## src/rtl/mem_port_arbiter_if.sv

```systemverilog
// mem_port_arbiter_if: fetch, data and memory-side bus of mem_port_arbiter.
interface mem_port_arbiter_if #(
    parameter int ADDR_W = 32,
    parameter int DATA_W = 32
);
    logic              i_req;
    logic [ADDR_W-1:0] i_addr;
    logic [DATA_W-1:0] i_rdata;
    logic              i_ack;
    logic              d_req;
    logic              d_we;
    logic [ADDR_W-1:0] d_addr;
    logic [DATA_W-1:0] d_wdata;
    logic [DATA_W-1:0] d_rdata;
    logic              d_ack;
    logic              mem_en;
    logic              mem_we;
    logic [ADDR_W-1:0] mem_addr;
    logic [DATA_W-1:0] mem_wdata;
    logic [DATA_W-1:0] mem_rdata;
    logic              mem_ready;
    logic              grant_d;
    logic              busy;

    modport slave (
        input  i_req, i_addr, d_req, d_we, d_addr, d_wdata, mem_rdata, mem_ready,
        output i_rdata, i_ack, d_rdata, d_ack, mem_en, mem_we, mem_addr, mem_wdata, grant_d, busy
    );
    modport master (
        output i_req, i_addr, d_req, d_we, d_addr, d_wdata, mem_rdata, mem_ready,
        input  i_rdata, i_ack, d_rdata, d_ack, mem_en, mem_we, mem_addr, mem_wdata, grant_d, busy
    );
endinterface

```

## src/rtl/mem_port_arbiter.sv

```systemverilog
// mem_port_arbiter: shares one single-port memory between fetch and data ports, data wins by default.
// Defining MEM_ARB_FAIRNESS_EN adds a streak counter that bounds fetch starvation to STREAK_MAX data grants.
module mem_port_arbiter #(
    parameter int ADDR_W     = 32,
    parameter int DATA_W     = 32,
    parameter int STREAK_MAX = 4
) (
    input logic               clk,
    input logic               rst,
    mem_port_arbiter_if.slave bus
);
    typedef enum logic [1:0] {IDLE, BUSY, RESP} state_t;
    state_t            state, state_nx;
    logic              pick_d, i_over, start;
    logic [ADDR_W-1:0] addr_q;
    logic [DATA_W-1:0] wdata_q, i_rdata_q, d_rdata_q;
    logic              we_q, grant_q;

`ifdef MEM_ARB_FAIRNESS_EN
    logic [3:0] streak;
    assign i_over = bus.i_req && streak == 4'(STREAK_MAX);
    always_ff @(posedge clk or negedge rst)
        if (!rst) streak <= '0;
        else if (state == IDLE) streak <= (bus.i_req && pick_d) ? streak + 4'd1 : '0;
`else
    logic [3:0] unused_streak_max;
    assign unused_streak_max = 4'(STREAK_MAX);
    assign i_over = 1'b0;
`endif

    assign pick_d = bus.d_req && !i_over;
    assign start  = state == IDLE && (bus.i_req || bus.d_req);

    always_ff @(posedge clk or negedge rst)
        if (!rst) state <= IDLE;
        else state <= state_nx;

    always_comb begin
        state_nx      = state == IDLE ? (start ? BUSY : IDLE) :
                        state == BUSY ? (bus.mem_ready ? RESP : BUSY) : IDLE;
        bus.mem_en    = state == BUSY;
        bus.mem_we    = state == BUSY && we_q;
        bus.i_ack     = state == RESP && !grant_q;
        bus.d_ack     = state == RESP && grant_q;
        bus.busy      = state != IDLE;
        bus.grant_d   = grant_q;
        bus.mem_addr  = addr_q;
        bus.mem_wdata = wdata_q;
        bus.i_rdata   = i_rdata_q;
        bus.d_rdata   = d_rdata_q;
    end

    // Command registers are loaded once at arbitration and held through wait states.
    always_ff @(posedge clk or negedge rst)
        if (!rst) begin
            grant_q   <= 1'b0;
            addr_q    <= '0;
            wdata_q   <= '0;
            we_q      <= 1'b0;
            i_rdata_q <= '0;
            d_rdata_q <= '0;
        end else begin
            if (start) begin
                grant_q <= pick_d;
                addr_q  <= pick_d ? bus.d_addr : bus.i_addr;
                wdata_q <= pick_d ? bus.d_wdata : '0;
                we_q    <= pick_d && bus.d_we;
            end
            if (state == BUSY && bus.mem_ready && !grant_q) i_rdata_q <= bus.mem_rdata;
            if (state == BUSY && bus.mem_ready && grant_q && !we_q) d_rdata_q <= bus.mem_rdata;
        end
endmodule

```

## src/flat_wrapper.sv

```systemverilog
// flat-port wrapper written by rule: the top's interface ports become plain ports
module mem_port_arbiter_flat 
#(
    parameter int ADDR_W     = 32,
    parameter int DATA_W     = 32,
    parameter int STREAK_MAX = 4
)
  (clk, rst, bus_i_req, bus_i_addr, bus_d_req, bus_d_we, bus_d_addr, bus_d_wdata, bus_mem_rdata, bus_mem_ready, bus_i_rdata, bus_i_ack, bus_d_rdata, bus_d_ack, bus_mem_en, bus_mem_we, bus_mem_addr, bus_mem_wdata, bus_grant_d, bus_busy);
  mem_port_arbiter_if #(.ADDR_W(ADDR_W), .DATA_W(DATA_W)) bus_i ();
  input logic clk;
  input logic rst;
  input wire logic [$bits(bus_i.i_req)-1:0] bus_i_req;
  input wire logic [$bits(bus_i.i_addr)-1:0] bus_i_addr;
  input wire logic [$bits(bus_i.d_req)-1:0] bus_d_req;
  input wire logic [$bits(bus_i.d_we)-1:0] bus_d_we;
  input wire logic [$bits(bus_i.d_addr)-1:0] bus_d_addr;
  input wire logic [$bits(bus_i.d_wdata)-1:0] bus_d_wdata;
  input wire logic [$bits(bus_i.mem_rdata)-1:0] bus_mem_rdata;
  input wire logic [$bits(bus_i.mem_ready)-1:0] bus_mem_ready;
  output wire logic [$bits(bus_i.i_rdata)-1:0] bus_i_rdata;
  output wire logic [$bits(bus_i.i_ack)-1:0] bus_i_ack;
  output wire logic [$bits(bus_i.d_rdata)-1:0] bus_d_rdata;
  output wire logic [$bits(bus_i.d_ack)-1:0] bus_d_ack;
  output wire logic [$bits(bus_i.mem_en)-1:0] bus_mem_en;
  output wire logic [$bits(bus_i.mem_we)-1:0] bus_mem_we;
  output wire logic [$bits(bus_i.mem_addr)-1:0] bus_mem_addr;
  output wire logic [$bits(bus_i.mem_wdata)-1:0] bus_mem_wdata;
  output wire logic [$bits(bus_i.grant_d)-1:0] bus_grant_d;
  output wire logic [$bits(bus_i.busy)-1:0] bus_busy;
  assign bus_i.i_req = bus_i_req;
  assign bus_i.i_addr = bus_i_addr;
  assign bus_i.d_req = bus_d_req;
  assign bus_i.d_we = bus_d_we;
  assign bus_i.d_addr = bus_d_addr;
  assign bus_i.d_wdata = bus_d_wdata;
  assign bus_i.mem_rdata = bus_mem_rdata;
  assign bus_i.mem_ready = bus_mem_ready;
  assign bus_i_rdata = bus_i.i_rdata;
  assign bus_i_ack = bus_i.i_ack;
  assign bus_d_rdata = bus_i.d_rdata;
  assign bus_d_ack = bus_i.d_ack;
  assign bus_mem_en = bus_i.mem_en;
  assign bus_mem_we = bus_i.mem_we;
  assign bus_mem_addr = bus_i.mem_addr;
  assign bus_mem_wdata = bus_i.mem_wdata;
  assign bus_grant_d = bus_i.grant_d;
  assign bus_busy = bus_i.busy;
  mem_port_arbiter #(.ADDR_W(ADDR_W), .DATA_W(DATA_W), .STREAK_MAX(STREAK_MAX)) u_core (.clk(clk), .rst(rst), .bus(bus_i));
endmodule
```

## config.mk

```make
export PLATFORM = sky130hd
export DESIGN_NAME = mem_port_arbiter_flat
export DESIGN_NICKNAME = d
export VERILOG_FILES = /design/src/rtl/mem_port_arbiter_if.sv /design/src/rtl/mem_port_arbiter.sv /design/src/flat_wrapper.sv
export SDC_FILE = /design/constraint.sdc
export NUM_CORES = 1
export LEC_CHECK = 0
export CELL_PAD_IN_SITES_DETAIL_PLACEMENT = 0
export CELL_PAD_IN_SITES_GLOBAL_PLACEMENT = 1
export CORE_AREA = 2 2 136 138
export DETAILED_ROUTE_END_ITERATION = 12
export DIE_AREA = 0 0 138 140
export GPL_TIMING_DRIVEN = 0
export PLACE_DENSITY_LB_ADDON = 0.1
export SYNTH_ARGS = -nofsm -noshare
export SYNTH_HDL_FRONTEND = slang
export SYNTH_SLANG_ARGS = --single-unit
export TNS_END_PERCENT = 100
```

## constraint.sdc

```tcl
create_clock -name clk -period 1.6 [get_ports clk]
set_input_delay 0.16 -clock clk [delete_from_list [all_inputs] [get_ports clk]]
set_output_delay 0.16 -clock clk [all_outputs]
set_load 0.01 [all_outputs]
```

==> flow_metrics.tcl <==
set metrics [dict create \
    vias 3907 \
    rsz0062_at_grt "yes" \
    violations "setup timing" \
    busiest_layer "met2" \
    synth_xor_area_share_pct 0 \
    synth_area_leaders "dfrtp_1 63%, mux2_2 26%, a22o_1 5.5%" \
    finalWorstSetupSlack_ns -0.0289 \
    cts_inserted_buffers 17 \
    p_leak_nw 3.82 \
    area_growth_pct 70.9 \
    crit_arrival_ns 1.92 \
    place_congestion 0.717 \
    ioPinCount 268 \
    skew_ns 0.00733 \
    cp-end-kind "flop" \
    std_cell_rows 49 \
    crit_fanout 10 \
    use_met2_pct 26.2 \
    fin_crit_ns 1.63 \
    power_density_mw_per_mm2 1980 \
    synth_top_family_by_area "multiplexers" \
    synthSimpleGateAreaFrac_pct 1.61 \
    ys_seq_elements 132 \
    drv_cap 0 \
    muxShareOfSynthArea_pct 27.3 \
    cts_tree "done" \
    vias_per_cell 4.53 \
    firstDrtPassIters 4 \
    cts.sinks 132 \
    dp_cells 826 \
    r2r_start "u_core.state[1]" \
    synth_nets 464 \
    die_h_um 140 \
    drive_gt1_share_pct 30.4 \
    fp.coreArea_mm2 0.0178 \
    worst_skew_pair.late_latency_ns 0.41 \
    grt_max_degree 75 \
    wire_per_inst_um 17.7 \
    syn_inst 330 \
    outcome "finished with violations" \
    antenna_found_initial 0 \
    synth_compound_area_share_pct 5.80 \
    clkSlewWorstSetupHoldPaths_ns 0.06 \
    track_usage_pct 15.8 \
    grt_pass1_vias 4246 \
    fill_cells 1561 \
    ir_worst_vdd_mv 1.02 \
    route.detailed.drc 0 \
    startpoint "u_core.state[1]" \
    finalHoldViolations 0 \
    worstMarginPinSlew_ns 0.589 \
    synth_cell_types 20 \
    cp.required_ns 1.89 \
    ys_warn_count 0 \
    chipWidth_um 138 \
    ys_seq_area_share_pct 62.5 \
    fin_tns_setup_ns -0.221 \
    use_met3_pct 6.36 \
    min_path_type "input pin to flop" \
    startpoint_type "flop" \
    finalPower_mw 17.9 \
    grt_overflow 0 \
    start_util_pct 29.7 \
    die_area_mm2 0.0193 \
    synthAdderAreaFrac_pct 0 \
    nets 756 \
    port-buffer-count 266 \
    syn_area_mm2 0.00528 \
    relSlewSlack_pct 60.8 \
    dp_hpwl_um 11200 \
    grt_use_met1_pct 18.3 \
    ant_nets 0 \
    hold_path.startpoint "bus_d_req" \
    yosysTopAreaCell "dfrtp_1" \
    antenna_cells 0 \
    final-setup-viol-count 25 \
    fin_cells 863 \
    cts_max_level 4 \
    multi_input_area_mm2 0.00193 \
    max_freq_mhz 614 \
    drtIter0Drc 90 \
    avgSynthCellArea_um2 16.0 \
    crit_type "flop to flop" \
    synth_top_cell_area_share_pct 62.5 \
    slew_violations 0 \
    seq_area_mm2 0.00331 \
    grt_pass1_wl_um 24000 \
    drt_wl_total_um 15200 \
    cts_max_path_buffers 2 \
    cts-root-buf "clkbuf_16" \
    fin_crit_sh_pct 102 \
]
-- repair_timing --
action / CTS / global route
hold buffers: 1 / 0
endpoints found under the setup margin: 104 / 94
hold endpoints to repair: 58 / 0
setup buffers: 3 / 3
pin swaps: 1 / 1
cloned: 0 / 0
resized for setup: 27 / 29
-- worst paths after layout --
path / to / slack, ns / cells past startpoint
max: u_core.bus.d_rdata[0] / -0.03 / 5
min: u_core.bus.mem_addr[0] / 0.24 / 3
max reg2reg: u_core.bus.d_rdata[0] / -0.03 / 5
min reg2reg: u_core.bus.d_rdata[14] / 0.50 / 1
max in group asynchronous: u_core.state[1] / 0.53 / 3
min in group asynchronous: u_core.bus.d_rdata[14] / 0.30 / 2
-- cell usage after synthesis, drive strengths merged --
cell type	instances
nor2	2
nor3b	2
nand2b	1
and2	2
a22o	33
a21o	1
clkbuf	2
dfrtp	132
nand2	1
and3b	1
inv	3
o21ai	2
nand3b	1
buf	19
mux2	128
-- metal layers --
metal  up-vias  wire length (µm)
met5         -                 0
met4         0               388
met3        24              1280
met2       170              7440
met1      1926              6130
li1       1787                 -
-- stage by stage --
stage                     setup slack (ns)  area (µm²)  util (%)  hold slack, ns
after floorplan                      0.105        5280         -          -0.136
after global placement               -4.94        8230      46.3           0.470
after detailed placement            -0.493        8260      46.5           0.180
after CTS                           -0.193        8930      50.2           0.234
after global routing               -0.0644        9030      50.8           0.267
final                              -0.0289        9030      50.8           0.243
-- cells in the final DEF, fill, tap and decap left out --
cell type        Yosys  final
clkinvlp_4           0      4
dlymetal6s2s_1       0      1
a21o_1               1      1
clkbuf_4             0      1
clkbuf_8             0      1
nor3b_1              1      1
nor3b_4              1      1
mux2_2             124    104
buf_6                4      5
nand2_1              1      1
clkdlybuf4s50_1      0    259
clkinv_4             0      1
nor2_4               0      2
clkinv_2             0      3
a22o_1              33     33
inv_6                0      2
clkbuf_2             0      1
dlygate4sd3_1        0      1
buf_12               0      4
o21ai_0              1      1
buf_2               12     11
mux2_4               0     22
buf_16               0      1
buf_4                3      7
dlygate4sd2_1        0      2
clkbuf_16            0     17
and2_1               2      2
mux2_1               4      2
bufinv_16            0      2
o21ai_1              1      1
nand3b_4             1      1
nand2b_1             1      1
inv_1                3      3
and3b_1              1      1
dfrtp_2              0      3
dfrtp_1            132    129
clkbuf_1             2      2
-- sequential cells by signal (all words and copies together), names as in the netlist --
| register | count |
|---|---|
| u_core.bus.d_rdata | 32 |
| u_core.bus.i_rdata | 32 |
| u_core.bus.mem_addr | 32 |
| u_core.bus.mem_wdata | 32 |
| u_core.state | 2 |
| u_core.bus.grant_d | 1 |
| u_core.we_q | 1 |
-- power breakdown --
part | switching (mW) | internal [mW] | total (mW)
clock | 1.48 | 2.33 | 3.81
combinational | 2.97 | 5.14 | 8.11
sequential | 0.937 | 5.05 | 5.98
-- critical path, stage by stage, from the launching register on --
cell and delay, ns:
dfrtp_2 0.43, nand3b_4 0.20, nor3b_4 0.23, buf_12 0.16, buf_12 0.15, mux2_2 0.33
-- cell type report --
cell class	instances	share of cell area [%]
repair buffers	274	30.4
flip-flops and latches	132	36.6
clock buffers	19	4.91
inverters	3	0.125
plain buffers	20	1.95
clock inverters	12	1.45
well taps	229	3.17
multi-input cells	174	21.4
-- cells by family (layout without fill, tap and decap cells) --
kind of cell / Yosys count / after routing
mux: 128 / 128
compound gates: 36 / 36
flops: 132 / 132
simple gates: 10 / 10
buf+inv: 24 / 328
Note: power is estimated with default switching activity, not from simulation.
